<file path="config.mk">
export PLATFORM = sky130hd
export DESIGN_NAME = fifo_spram_2bank_flat
export DESIGN_NICKNAME = d
export VERILOG_FILES = /design/src/rtl/fifo_spram_2bank_if.sv /design/src/rtl/fifo_spram_2bank.sv /design/src/flat_wrapper.sv
export SDC_FILE = /design/constraint.sdc
export NUM_CORES = 1
export LEC_CHECK = 0
export CORE_MARGIN = 5
export CORE_UTILIZATION = 50
export CTS_CLUSTER_DIAMETER = 80
export DETAILED_ROUTE_END_ITERATION = 16
export PLACE_DENSITY = 0.67
export RECOVER_POWER = 100
export SYNTH_ARGS = -nofsm -noshare
export SYNTH_HDL_FRONTEND = slang
export SYNTH_SLANG_ARGS = --single-unit
</file>
<file path="constraint.sdc">
create_clock -name clk -period 6.4 [get_ports clk]
set_input_delay 1.28 -clock clk [delete_from_list [all_inputs] [get_ports clk]]
set_output_delay 1.28 -clock clk [all_outputs]
set_load 0.02 [all_outputs]
</file>
<file path="src/rtl/fifo_spram_2bank_if.sv">
// ----------------------------------------------------------------------------
// fifo_spram_2bank_if
// Streaming handshake bundle for fifo_spram_2bank.
//   in_data / in_valid / in_ready    : producer -> FIFO push channel
//   out_data / out_valid / out_ready : FIFO -> consumer pop channel
// Modports:
//   master : the side that talks to the FIFO (drives pushes, accepts pops)
//   slave  : the FIFO itself
// ----------------------------------------------------------------------------
interface fifo_spram_2bank_if #(
  parameter int DATA_WIDTH = 8
);
  logic [DATA_WIDTH-1:0] in_data;
  logic                  in_valid;
  logic                  in_ready;
  logic [DATA_WIDTH-1:0] out_data;
  logic                  out_valid;
  logic                  out_ready;

  modport master (
    output in_data, in_valid, out_ready,
    input  in_ready, out_data, out_valid
  );

  modport slave (
    input  in_data, in_valid, out_ready,
    output in_ready, out_data, out_valid
  );
endinterface

</file>
<file path="src/rtl/fifo_spram_2bank.sv">
// ----------------------------------------------------------------------------
// fifo_spram_2bank
// Valid/ready FIFO built from two single-port RAM banks (even addresses in
// bank 0, odd in bank 1). A 2-entry prefetch buffer feeds the output, and a
// bypass path lets words go straight into that buffer while the RAM is empty.
// Ports:
//   clk          : clock
//   rst_n        : asynchronous active-low reset
//   flush        : synchronous clear of all contents
//   bus          : push/pop handshake bundle (slave modport)
//   count        : words held (RAM + in-flight read + prefetch buffer)
//   almost_full  : count >= AFULL_THRESH
//   almost_empty : count <= AEMPTY_THRESH
// ----------------------------------------------------------------------------
module fifo_spram_2bank #(
  parameter int DATA_WIDTH    = 8,
  parameter int FIFO_DEPTH    = 16,
  parameter int AFULL_THRESH  = FIFO_DEPTH - 2,
  parameter int AEMPTY_THRESH = 2,
  parameter int BANK_AW       = $clog2(FIFO_DEPTH / 2),
  parameter int CNT_W         = $clog2(FIFO_DEPTH + 1)
) (
  input  logic                  clk,
  input  logic                  rst_n,
  input  logic                  flush,
  fifo_spram_2bank_if.slave     bus,
  output logic [CNT_W-1:0]      count,
  output logic                  almost_full,
  output logic                  almost_empty
);

  localparam int PTR_W      = BANK_AW + 1;
  localparam int BANK_DEPTH = FIFO_DEPTH / 2;
  localparam logic [CNT_W-1:0] DEPTH_C  = CNT_W'(FIFO_DEPTH);
  localparam logic [CNT_W-1:0] AFULL_C  = CNT_W'(AFULL_THRESH);
  localparam logic [CNT_W-1:0] AEMPTY_C = CNT_W'(AEMPTY_THRESH);

  // Registered state
  logic [PTR_W-1:0]      wr_ptr_reg,   wr_ptr_next;
  logic [PTR_W-1:0]      rd_ptr_reg,   rd_ptr_next;
  logic [CNT_W-1:0]      ram_cnt_reg,  ram_cnt_next;
  logic [CNT_W-1:0]      count_reg,    count_next;
  logic [1:0]            obuf_cnt_reg, obuf_cnt_next;
  logic [DATA_WIDTH-1:0] obuf0_reg,    obuf0_next;   // head of the buffer
  logic [DATA_WIDTH-1:0] obuf1_reg,    obuf1_next;
  logic                  inflight_reg, inflight_next;
  logic                  rd_bank_reg,  rd_bank_next; // bank the in-flight read came from

  // Per-cycle decisions
  logic                  in_ready_w;
  logic                  push;
  logic                  pop;
  logic [1:0]            obuf_after_pop;
  logic                  bypass_ok;
  logic                  byp_wr;
  logic                  ram_wr;
  logic                  rd_want;
  logic                  bank_conflict;
  logic                  ram_rd;
  logic                  ld_en;
  logic [DATA_WIDTH-1:0] ld_data;
  logic [DATA_WIDTH-1:0] ram_q;

  // Flags depend only on registered count (and flush for in_ready).
  assign in_ready_w    = (count_reg < DEPTH_C) & ~flush;
  assign bus.in_ready  = in_ready_w;
  assign bus.out_valid = (obuf_cnt_reg != 2'd0);
  assign bus.out_data  = obuf0_reg;
  assign count         = count_reg;
  assign almost_full   = (count_reg >= AFULL_C);
  assign almost_empty  = (count_reg <= AEMPTY_C);

  // --------------------------------------------------------------------------
  // RAM banks: one access per bank per cycle, registered read. Contents are
  // never cleared; the counters alone say which words are live.
  // --------------------------------------------------------------------------
  genvar gi;
  generate
    for (gi = 0; gi < 2; gi++) begin : g_bank
      logic [DATA_WIDTH-1:0] mem [BANK_DEPTH];
      logic [DATA_WIDTH-1:0] q_reg;
      logic                  we;
      logic                  re;
      logic [BANK_AW-1:0]    addr;

      // bank_conflict guarantees we and re are never both set here.
      assign we   = ram_wr & (wr_ptr_reg[0] == 1'(gi));
      assign re   = ram_rd & (rd_ptr_reg[0] == 1'(gi));
      assign addr = we ? wr_ptr_reg[PTR_W-1:1] : rd_ptr_reg[PTR_W-1:1];

      always_ff @(posedge clk) begin
        if (we) begin
          mem[addr] <= bus.in_data;
        end else if (re) begin
          q_reg <= mem[addr];
        end
      end
    end
  endgenerate

  assign ram_q = rd_bank_reg ? g_bank[1].q_reg : g_bank[0].q_reg;

  // --------------------------------------------------------------------------
  // Datapath control
  // --------------------------------------------------------------------------
  always_comb begin
    push           = bus.in_valid & in_ready_w;
    pop            = (obuf_cnt_reg != 2'd0) & bus.out_ready & ~flush;
    obuf_after_pop = obuf_cnt_reg - {1'b0, pop};

    // Bypass only when nothing older sits in RAM or in the read pipe, so a
    // bypassed word can never overtake RAM-resident data.
    bypass_ok = (ram_cnt_reg == '0) & ~inflight_reg & (obuf_after_pop != 2'd2);
    byp_wr    = push & bypass_ok;
    ram_wr    = push & ~bypass_ok;

    // Prefetch only if the returning word is guaranteed a buffer slot.
    rd_want = ~flush & (ram_cnt_reg != '0) &
              ((obuf_after_pop + {1'b0, inflight_reg}) < 2'd2);

    // Write wins a same-bank clash. The write moves wr_ptr to the other bank,
    // so the deferred read cannot clash again on the following cycle.
    bank_conflict = rd_want & ram_wr & (wr_ptr_reg[0] == rd_ptr_reg[0]);
    ram_rd        = rd_want & ~bank_conflict;

    // At most one buffer load per cycle: a bypass needs inflight==0.
    ld_en   = inflight_reg | byp_wr;
    ld_data = inflight_reg ? ram_q : bus.in_data;

    obuf0_next = pop ? obuf1_reg : obuf0_reg;
    obuf1_next = obuf1_reg;
    if (ld_en) begin
      if (obuf_after_pop == 2'd0) begin
        obuf0_next = ld_data;
      end else begin
        obuf1_next = ld_data;
      end
    end
    obuf_cnt_next = obuf_after_pop + {1'b0, ld_en};

    inflight_next = ram_rd;
    rd_bank_next  = ram_rd ? rd_ptr_reg[0] : rd_bank_reg;
    wr_ptr_next   = wr_ptr_reg + PTR_W'(ram_wr);
    rd_ptr_next   = rd_ptr_reg + PTR_W'(ram_rd);
    ram_cnt_next  = ram_cnt_reg + CNT_W'(ram_wr) - CNT_W'(ram_rd);
    count_next    = count_reg + CNT_W'(push) - CNT_W'(pop);
  end

  always_ff @(posedge clk or negedge rst_n) begin
    if (!rst_n) begin
      wr_ptr_reg   <= '0;
      rd_ptr_reg   <= '0;
      ram_cnt_reg  <= '0;
      count_reg    <= '0;
      obuf_cnt_reg <= '0;
      obuf0_reg    <= '0;
      obuf1_reg    <= '0;
      inflight_reg <= 1'b0;
      rd_bank_reg  <= 1'b0;
    end else if (flush) begin
      // A read returning this cycle is dropped along with everything else.
      wr_ptr_reg   <= '0;
      rd_ptr_reg   <= '0;
      ram_cnt_reg  <= '0;
      count_reg    <= '0;
      obuf_cnt_reg <= '0;
      obuf0_reg    <= '0;
      obuf1_reg    <= '0;
      inflight_reg <= 1'b0;
      rd_bank_reg  <= 1'b0;
    end else begin
      wr_ptr_reg   <= wr_ptr_next;
      rd_ptr_reg   <= rd_ptr_next;
      ram_cnt_reg  <= ram_cnt_next;
      count_reg    <= count_next;
      obuf_cnt_reg <= obuf_cnt_next;
      obuf0_reg    <= obuf0_next;
      obuf1_reg    <= obuf1_next;
      inflight_reg <= inflight_next;
      rd_bank_reg  <= rd_bank_next;
    end
  end

endmodule

</file>
<file path="src/flat_wrapper.sv">
// flat-port wrapper written by rule: the top's interface ports become plain ports
module fifo_spram_2bank_flat 
#(
  parameter int DATA_WIDTH    = 8,
  parameter int FIFO_DEPTH    = 16,
  parameter int AFULL_THRESH  = FIFO_DEPTH - 2,
  parameter int AEMPTY_THRESH = 2,
  parameter int BANK_AW       = $clog2(FIFO_DEPTH / 2),
  parameter int CNT_W         = $clog2(FIFO_DEPTH + 1)
)
  (clk, rst_n, flush, count, almost_full, almost_empty, bus_in_data, bus_in_valid, bus_out_ready, bus_in_ready, bus_out_data, bus_out_valid);
  fifo_spram_2bank_if #(.DATA_WIDTH(DATA_WIDTH)) bus_i ();
  input  logic clk;
  input  logic rst_n;
  input  logic flush;
  output logic [CNT_W-1:0] count;
  output logic almost_full;
  output logic almost_empty;
  input wire logic [$bits(bus_i.in_data)-1:0] bus_in_data;
  input wire logic [$bits(bus_i.in_valid)-1:0] bus_in_valid;
  input wire logic [$bits(bus_i.out_ready)-1:0] bus_out_ready;
  output wire logic [$bits(bus_i.in_ready)-1:0] bus_in_ready;
  output wire logic [$bits(bus_i.out_data)-1:0] bus_out_data;
  output wire logic [$bits(bus_i.out_valid)-1:0] bus_out_valid;
  assign bus_i.in_data = bus_in_data;
  assign bus_i.in_valid = bus_in_valid;
  assign bus_i.out_ready = bus_out_ready;
  assign bus_in_ready = bus_i.in_ready;
  assign bus_out_data = bus_i.out_data;
  assign bus_out_valid = bus_i.out_valid;
  fifo_spram_2bank #(.DATA_WIDTH(DATA_WIDTH), .FIFO_DEPTH(FIFO_DEPTH), .AFULL_THRESH(AFULL_THRESH), .AEMPTY_THRESH(AEMPTY_THRESH), .BANK_AW(BANK_AW), .CNT_W(CNT_W)) u_core (.clk(clk), .rst_n(rst_n), .flush(flush), .bus(bus_i), .count(count), .almost_full(almost_full), .almost_empty(almost_empty));
endmodule
</file>
# Word-level counts from Yosys, hierarchy flattened
# Memories as Yosys holds them, arrays and structs flattened. A register that Yosys moved wholly into a read port is not among the register bits.
# Cells that the tools add are included.
# totals
output_inout_bits	17
memories	2
mem_bits_rw	128
inputBits	13
wordCells	85
register_bits	38
# mem_list
name	words	word_bits	read_ports	rd_ports_with_merged_regs	wr	line	rtl
u_core.g_bank[0].mem	8	8	1	1	1	fifo_spram_2bank.sv:80	logic [DATA_WIDTH-1:0] mem [BANK_DEPTH];
u_core.g_bank[1].mem	8	8	1	1	1	fifo_spram_2bank.sv:80	
# classes
n_bitwise	26
n_reduce_logical	9
eq_ne	3
magnitude_cmp	4
n_mux	23
n_addsub	9
# op_table
op	n
8-bit 2-to-1 mux	9
1-bit AND	17
5-bit by 1-bit adder with 5-bit output	2
5-bit 2-to-1 mux	2
5-bit by 1-bit subtractor with 5-bit output	2
4-bit by 1-bit adder with 4-bit output	2
4-bit 2-to-1 mux	2
1-bit inverter	8
1-bit 2-to-1 mux	7
3-bit 2-to-1 mux	2
2-bit AND reduction	3
2-bit nonzero test	3
5-bit by 4-bit >= comparator with 1-bit output, second input constant	1
5-bit by 2-bit less-or-equal comparator with 1-bit output, second input constant	1
5-bit logical NOT	1
5-bit < comparator, second input constant	1
5-bit nonzero test	1
2-bit by 1-bit adder with 2-bit output	2
2-bit != test, second input constant	2
2-bit logical NOT	1
2-bit < comparator, second input constant	1
2-bit 2-to-1 mux	1
2-bit by 1-bit subtractor with 2-bit output	1
1-bit == test	1
1-bit OR	1

# Depth between registers and ports, before layout
# Gate-level depths: netlist of the first run.
# logic_depth
word_depth	14
depth_mapped	16
depth_no_buf	16

# Worst setup path before layout of the first run
# OpenSTA, ideal clock, no wires.
# synth_path
path_type	input port to flip-flop
start	input port flush
end	register u_core.g_bank[1].q_reg[2] (read register of u_core.g_bank[1].mem), data pin
setup_time_ps	272
path_slack_ps	2567
required_time_ps	6128
cell_stages	11
n_path_buf	2
arrival_time_ps	3561
cell_sequence	nor2_1 > nand2_1 > a41oi_1 > ha_1 > buf_4 > nand2_1 > o21a_1 > clkbuf_1 > nand2_1 > a21oi_1 > or4_1
# synth_between
elab_chain_cells	13
word_cells_on_any_way	22
cone_classes	add/sub (2); order compare (1); eq/ne (1); mux (1); bitwise (16); reduce/logical (1)
# synth_rtl
item	line	rtl
start: declaration	flat_wrapper.sv:15	input logic flush;
1-bit inverter (*)	fifo_spram_2bank.sv:65, fifo_spram_2bank.sv:108, fifo_spram_2bank.sv:118	
parallel branches: the longest is 12 deep, another holds 2-bit by 1-bit subtractor with 2-bit output	n/a	
end: declaration	fifo_spram_2bank.sv:81	logic [DATA_WIDTH-1:0] q_reg;
# Every way passes the cells marked *.
# A chain may end at the register's enable or synchronous reset.

# Worst setup path in the final report of the first run
# layout_path
start	input port flush
end	register u_core.g_bank[0].q_reg[2] (read register of u_core.g_bank[0].mem), data pin
# layout_between
elab_chain_cells	13
word_cells_on_any_way	22
cone_classes	add/sub (2); order compare (1); eq/ne (1); mux (1); bitwise (16); reduce/logical (1)
# layout_rtl
item	line
1-bit inverter (*)	fifo_spram_2bank.sv:65, fifo_spram_2bank.sv:108, fifo_spram_2bank.sv:118
parallel branches: the longest is 12 deep, another holds 2-bit by 1-bit subtractor with 2-bit output	n/a
end: declaration	fifo_spram_2bank.sv:81
# Marked as above.

==> results of run 1 <==
## per-layer routing
metal	up-vias	global-route usage [%]
li1	2396	-
met1	2447	27.2
met2	162	30.4
met3	18	4.89
met4	0	5.99
met5	-	0
## where the power goes
| part | switching, uW | total [uW] | internal [uW] |
|---|---|---|---|
| logic | 466 | 776 | 311 |
| clock network | 460 | 1010 | 547 |
| registers | 99.7 | 1500 | 1400 |
| total | 1030 | 3290 | 2260 |
## worst paths after layout
| kind | to | slack, ns | cells after the start |
|---|---|---|---|
| min in group asynchronous | u_core.count[1]$_DFF_PN0_ | 1.42 | 1 |
| min | u_core.obuf1_reg[7]$_DFFE_PN0P_ | 0.55 | 2 |
| max | u_core.g_bank[0].q_reg[2]$_DFFE_PP_ | 1.25 | 10 |
| max reg2reg | u_core.g_bank[0].q_reg[2]$_DFFE_PP_ | 2.48 | 8 |
| max in group asynchronous | u_core.count[3]$_DFF_PN0_ | 3.80 | 1 |
| min reg2reg | u_core.obuf1_reg[7]$_DFFE_PN0P_ | 0.55 | 2 |
## critical path, cell delays in order
cell and delay [ns]:
sky130_fd_sc_hd__dlygate4sd3_1 0.64, sky130_fd_sc_hd__buf_4 0.30, sky130_fd_sc_hd__nand4b_1 0.25, sky130_fd_sc_hd__a41oi_1 0.58, sky130_fd_sc_hd__ha_1 0.60, sky130_fd_sc_hd__nand2_1 0.26
sky130_fd_sc_hd__o21a_1 0.53, sky130_fd_sc_hd__nand2_1 0.21, sky130_fd_sc_hd__a21oi_1 0.08, sky130_fd_sc_hd__or4_1 0.56
## synthesized netlist by cell type, types with 2 or more instances
library cell	count	share of area, %
sky130_fd_sc_hd__fa_1	2	0.50
sky130_fd_sc_hd__buf_2	15	0.94
sky130_fd_sc_hd__or3_1	2	0.16
sky130_fd_sc_hd__or4_1	14	1.3
sky130_fd_sc_hd__a21oi_1	72	4.5
sky130_fd_sc_hd__ha_1	21	3.3
sky130_fd_sc_hd__a211oi_1	8	0.75
sky130_fd_sc_hd__edfxtp_1	144	54
sky130_fd_sc_hd__xor2_1	7	0.77
sky130_fd_sc_hd__buf_6	3	0.42
sky130_fd_sc_hd__dfrtp_1	38	12
sky130_fd_sc_hd__nor3b_1	4	0.38
sky130_fd_sc_hd__o22ai_1	3	0.24
sky130_fd_sc_hd__nor2b_1	17	1.3
sky130_fd_sc_hd__nor3_1	3	0.19
sky130_fd_sc_hd__nand3_1	4	0.25
sky130_fd_sc_hd__a21oi_2	2	0.22
sky130_fd_sc_hd__o21ai_0	15	0.94
sky130_fd_sc_hd__inv_1	26	1.2
sky130_fd_sc_hd__o21a_1	6	0.56
sky130_fd_sc_hd__o31ai_1	8	0.75
sky130_fd_sc_hd__nand2_1	137	6.4
sky130_fd_sc_hd__nand2b_1	12	0.94
sky130_fd_sc_hd__a31oi_1	2	0.16
sky130_fd_sc_hd__a21o_1	3	0.28
sky130_fd_sc_hd__buf_4	2	0.19
sky130_fd_sc_hd__mux2i_1	17	2.1
sky130_fd_sc_hd__clkbuf_1	12	0.56
sky130_fd_sc_hd__nor2_1	44	2.1
sky130_fd_sc_hd__xnor2_1	5	0.55
## area by class of cell
type | count | area share, %
Sequential cell | 182 | 59.0
Multi-Input combinational cell | 424 | 27.1
Clock buffer | 18 | 4.80
Timing Repair Buffer | 34 | 3.43
Tap cell | 216 | 3.02
Clock inverter | 14 | 1.61
Inverter | 26 | 1.09
## through the flow
stage	setup WS, ns	util, %
after floorplan	2.57	-
after global placement	1.12	53.3
after detailed placement	0.944	53.3
after CTS	1.39	56.9
after global routing	0.865	56.7
final	1.25	56.7
## cells by family after synthesis
family	Yosys count	share of synthesized area, %
multiplexers	18	2.27
buffers and inverters	59	3.39
AO/OA/AOI/OAI	128	9.40
AND/OR/NAND/NOR	243	13.7
flip-flops	182	66.1
XOR/XNOR	12	1.32
adder cells (fa/ha/maj)	23	3.80
==> flow_summary_export.csv, run 1 <==
group,metric,value,unit
final_layout,nets,721,
global_route,first_pass_grt_wire_length,27200,um
placed_design,place.detailed.hpwl,11000,um
final_layout,finalInstanceArea,8950,um^2
placed_design,numPlacedInstances,882,
clock_network,cts_num_sinks,182,
pwr,total_power_divided_by_cell_area,367,nW/um^2
pwr,post-layout-total-power,3290,uW
synthesis,synth_fp_nets,701,
clock_network,post_cts.resized_instances,0,
route,highest_layer,"met4",
synthesis,ys_seq_elements,182,
sta,tightest_slew,2.04,ns
placed_design,gpl.final_weighted_congestion,0.868,
critical_path,worst-endpoint-required,6.57,ns
floorplanning,dieHeight,136,um
clock_network,cts_max_path_buffers,2,
placed_design,post_dp_cell_area,8400,um^2
global_route,vias_in_the_first_global_route,4974,
clock_network,cts.htree.levels,4,
route,drt-pass1-iter-count,5,
clock_network,worst_skew_pair.late_latency,0.43,ns
synthesis,synth_flop_cell,"sky130_fd_sc_hd__edfxtp_1",
floorplanning,core_region_area,15800,um^2
final_layout,multi_input_combinational_cell_area,2420,um^2
flow_run,cap_viol_max_count,1,
final_layout,final_common_cell,"sky130_fd_sc_hd__edfxtp_1",
synthesis,yosys_warnings,0,
critical_path,critPathLaunch,"flush",
route,post_drt_wl_per_cell,18.4,um
final_layout,antennaDiodeCount,0,
sta,max_clock_freq,0.194,GHz
synthesis,synth-seq-area-share,66.1,%
min_path,worst_hold_path_type,"reg2reg",
sta,finalSetupViolCount,0,
final_layout,drive_gt1_share,5.44,%
clock_network,cts_root_buf,"sky130_fd_sc_hd__clkbuf_16",
final_layout,largest_register_ff_count,128,
clock_network,cts_tree,"built",
synthesis,async_flop_share,20.9,%
critical_path,worstPathArrival,5.31,ns
clock_network,cts_setup_buffers,0,
floorplanning,floorplan.io_pins,30,
placed_design,port_buffer_cells,29,
global_route,grt_start_max_net_pins,43,
route,remaining_design_rule_violation_count,0,
final_layout,final-instance-count-excl-fill,914,
critical_path,critical_path.endpoint_type,"flip-flop",
floorplanning,die_area,18600,um^2
synthesis,synth_edf_count,144,
synthesis,yosys.cell_types.count,47,
floorplanning,die_x,136,um
global_route,antenna_found_initial,0,
floorplanning,initial_utilization,50.6,%
critical_path,worst-path-max-fanout,42,
outcome,violations_in_the_final_reports,"max-capacitance violations, max-slew violations",
route,viasPerCell,5.50,
global_route,grt_remaining_overflow,0,
route,route.met3.wl,1100,um
route,via_count,5023,
sta,layout_min_cycle_time,5.15,ns
route,route.final.wire_length,16800,um
sta,hold_slack,0.552,ns
sta,rsz0062_at_grt,"false",
route,met2_wirelength,7940,um
clock_network,cts.reportedPaths.clkPinSlew,0.07,ns
synthesis,syn_area,7980,um^2
critical_path,startpoint_type,"input port",
synthesis,synthesis.area_per_instance,12.0,um^2
outcome,status,"complete, but fails checks",
final_layout,num-fill-cells,1345,
global_route,grt.total_usage,19.5,%
floorplanning,num_rows,46,
min_path,timing.hold.worst.start,"u_core.obuf1_reg[7]$_DFFE_PN0P_",
sta,post-route-period-util,80.4,%
sta,worst_clock_skew,0.00949,ns
final_layout,areaGrowthSynthToFinish,12.2,%
final_layout,register_area,5280,um^2
pwr,p_leak,0.00331,uW
synthesis,synthesis.instances,665,
critical_path,rr_startpoint,"u_core.inflight_reg$_DFF_PN0_",
sta,aggregate_negative_setup_slack,0,ns
sta,slew_violations,39,
route,detailedRoute.firstIterationViolations,567,
pwr,max_rail_drop_vdd,0.000221,V
sta,hold_viol,0,
clock_network,cts-buffers-inserted,17,
route,postRouteAntennaNets,0,
clock_network,postCtsHoldBufs,0,
sta,slew_headroom,-35.8,%
route,met1Wirelength,7540,um
critical_path,timing.setup.critical_path_class,"in2reg",
final_layout,most-common-layout-cells,"sky130_fd_sc_hd__edfxtp_1 (144), sky130_fd_sc_hd__nand2_1 (138), sky130_fd_sc_hd__a21oi_1 (74)",
No activity file was read; power rests on OpenSTA's default activity.
==> inputs of run 2 (changes only) <==
==> constraint.sdc (replaced) <==
create_clock -name clk -period 5.08 [get_ports clk]
set_input_delay 1.016 -clock clk [delete_from_list [all_inputs] [get_ports clk]]
set_output_delay 1.016 -clock clk [all_outputs]
set_load 0.02 [all_outputs]
==> flow_summary_export.csv, run 2 (synthesized netlist as in run 1, its figures left out) <==
group,metric,value,unit
global_route,grt_start_max_net_pins,39,
flow_run,cap_viol_max_count,1,
floorplanning,floorplan.io_pins,30,
clock_network,cts.htree.levels,4,
route,remaining_design_rule_violation_count,0,
sta,tightest_slew,2.12,ns
final_layout,drive_gt1_share,5.67,%
sta,hold_viol,0,
final_layout,final_core_util,56.7,%
global_route,first_pass_grt_wire_length,27100,um
clock_network,cts_num_sinks,182,
route,via_count,5062,
floorplanning,die_x,136,um
clock_network,postCtsHoldBufs,0,
route,post_drt_wl_per_cell,18.5,um
clock_network,cts_setup_buffers,0,
final_layout,most-common-layout-cells,"sky130_fd_sc_hd__edfxtp_1 (144), sky130_fd_sc_hd__nand2_1 (138), sky130_fd_sc_hd__a21oi_1 (74)",
pwr,p_leak,0.00332,uW
final_layout,antennaDiodeCount,0,
sta,layout_min_cycle_time,4.47,ns
global_route,antenna_found_initial,0,
clock_network,cts_tree,"built",
clock_network,cts_max_path_buffers,2,
floorplanning,core_region_area,15800,um^2
critical_path,critical_path.endpoint_type,"flip-flop",
placed_design,gpl.final_weighted_congestion,0.817,
clock_network,worst_skew_pair.late_latency,0.44,ns
sta,slew_headroom,-41.4,%
global_route,grt_remaining_overflow,0,
clock_network,cts_root_buf,"sky130_fd_sc_hd__clkbuf_16",
final_layout,num-fill-cells,1333,
min_path,hold-path-endpoint,"u_core.obuf1_reg[6]$_DFFE_PN0P_",
critical_path,worstRegToRegCells,10,
critical_path,worstPathArrival,4.62,ns
pwr,total_power_divided_by_cell_area,456,nW/um^2
critical_path,ff2ff_setup_slack,1.45,ns
min_path,timing.hold.worst.start,"u_core.obuf1_reg[6]$_DFFE_PN0P_",
route,drt-pass1-iter-count,5,
outcome,status,"complete, but fails checks",
placed_design,place.detailed.hpwl,11400,um
pwr,internal-power,2790,uW
pwr,max_rail_drop_vdd,0.000280,V
sta,max_clock_freq,0.224,GHz
pwr,switching_share_of_total_power,31.6,%
outcome,violations_in_the_final_reports,"max-capacitance violations, max-slew violations",
sta,worst_clock_skew,0.0115,ns
sta,aggregate_negative_setup_slack,0,ns
critical_path,worst-endpoint-required,5.23,ns
pwr,switching_power,1290,uW
pwr,seq_power_share,46.4,%
floorplanning,initial_utilization,50.6,%
floorplanning,num_rows,46,
pwr,clockPowerShare,29.3,%
sta,rsz0062_at_grt,"false",
clock_network,cts-buffers-inserted,17,
route,route.final.wire_length,17000,um
min_path,holdPathStages,2,
sta,slew_violations,39,
min_path,worst_hold_path_type,"reg2reg",
sta,finalSetupViolCount,0,
route,postRouteAntennaNets,0,
critical_path,worst-path-max-fanout,11,
pwr,combinationalPowerShare,24.3,%
sta,hold_slack,0.547,ns
placed_design,port_buffer_cells,29,
final_layout,areaGrowthSynthToFinish,12.2,%
final_layout,final_common_cell,"sky130_fd_sc_hd__edfxtp_1",
clock_network,cts.reportedPaths.clkPinSlew,0.07,ns
floorplanning,die_area,18600,um^2
global_route,grt.total_usage,19.4,%
global_route,vias_in_the_first_global_route,4947,
critical_path,reg2reg_to,"u_core.g_bank[1].q_reg[7]$_DFFE_PP_",
final_layout,nets,729,
clock_network,post_cts.resized_instances,0,
floorplanning,dieHeight,136,um
route,viasPerCell,5.50,
critical_path,rr_startpoint,"u_core.inflight_reg$_DFF_PN0_",
critical_path,startpoint_type,"input port",
route,detailedRoute.firstIterationViolations,411,
critical_path,timing.setup.critical_path_class,"in2reg",
sta,post-route-period-util,88.0,%
final_layout,largest_register_ff_count,128,
-- run 2: cell types whose count changed in the layout (fill, tap and decap cells not counted) --
cell                         before  now
sky130_fd_sc_hd__buf_4            1    5
sky130_fd_sc_hd__clkinvlp_4       2    3
sky130_fd_sc_hd__mux2_1           0    1
sky130_fd_sc_hd__clkinv_8         1    0
sky130_fd_sc_hd__clkbuf_1         6   10
sky130_fd_sc_hd__inv_8            3    1
sky130_fd_sc_hd__inv_6            2    4
sky130_fd_sc_hd__bufinv_16        1    0
sky130_fd_sc_hd__mux2_2           1    0
-- run 2: how the worst max path moves through the flow --
stage               start                                   to
global placement    flush  u_core.g_bank[1].q_reg[7]$_DFFE_PP_
floorplan           flush  u_core.g_bank[1].q_reg[2]$_DFFE_PP_
global route        flush  u_core.g_bank[1].q_reg[7]$_DFFE_PP_
finish              flush  u_core.g_bank[1].q_reg[7]$_DFFE_PP_
detailed placement  flush  u_core.g_bank[1].q_reg[7]$_DFFE_PP_
CTS                 flush  u_core.g_bank[1].q_reg[7]$_DFFE_PP_
-- run 2: cell type report --
cell class / count / area, um^2 / area share [%]
Multi-Input combinational cell: 424 / 2420 / 27.1
Inverter: 26 / 97.6 / 1.09
Timing Repair Buffer: 42 / 352 / 3.93
Tap cell: 216 / 270 / 3.02
Clock inverter: 13 / 100 / 1.12
Clock buffer: 18 / 429 / 4.80
Sequential cell: 182 / 5280 / 58.9
-- run 2: worst max-delay path, cell delays in order --
cell and delay (ns):
sky130_fd_sc_hd__dlygate4sd3_1 0.72, sky130_fd_sc_hd__nand2b_1 0.28, sky130_fd_sc_hd__nand2_1 0.11, sky130_fd_sc_hd__a41oi_1 0.19
sky130_fd_sc_hd__clkbuf_1 0.29, sky130_fd_sc_hd__ha_1 0.41, sky130_fd_sc_hd__buf_4 0.22, sky130_fd_sc_hd__nor3b_1 0.06
sky130_fd_sc_hd__a21oi_1 0.20, sky130_fd_sc_hd__clkbuf_1 0.43, sky130_fd_sc_hd__a21oi_1 0.11, sky130_fd_sc_hd__or4_1 0.57
-- run 2: per-layer routing --
layer	vias up	global-route usage, %	wire length, um
li1	2418	-	-
met4	0	5.49	236
met3	22	4.11	991
met2	167	31.4	8260
met5	-	0	0
met1	2455	26.7	7550
-- run 2: stage by stage --
stage	worst slack [ns]	total power [uW]	std cells	cell area (um^2)
after global placement	0.685	2920	890	8460
after global routing	0.424	4310	921	8950
after detailed placement	0.631	2960	890	8460
after CTS	1.03	4160	921	8990
after floorplan	1.51	2600	665	7980
final	0.610	4080	921	8950
-- run 2: power groups by stage --
stage,registers [uW],logic (uW),clock network (uW)
2_1_floorplan,1900,696,0
3_3_place_gp,1920,995,0
3_5_place_dp,1930,1030,0
4_1_cts,1900,1040,1220
5_1_grt,1910,1120,1280
6_report,1890,993,1200
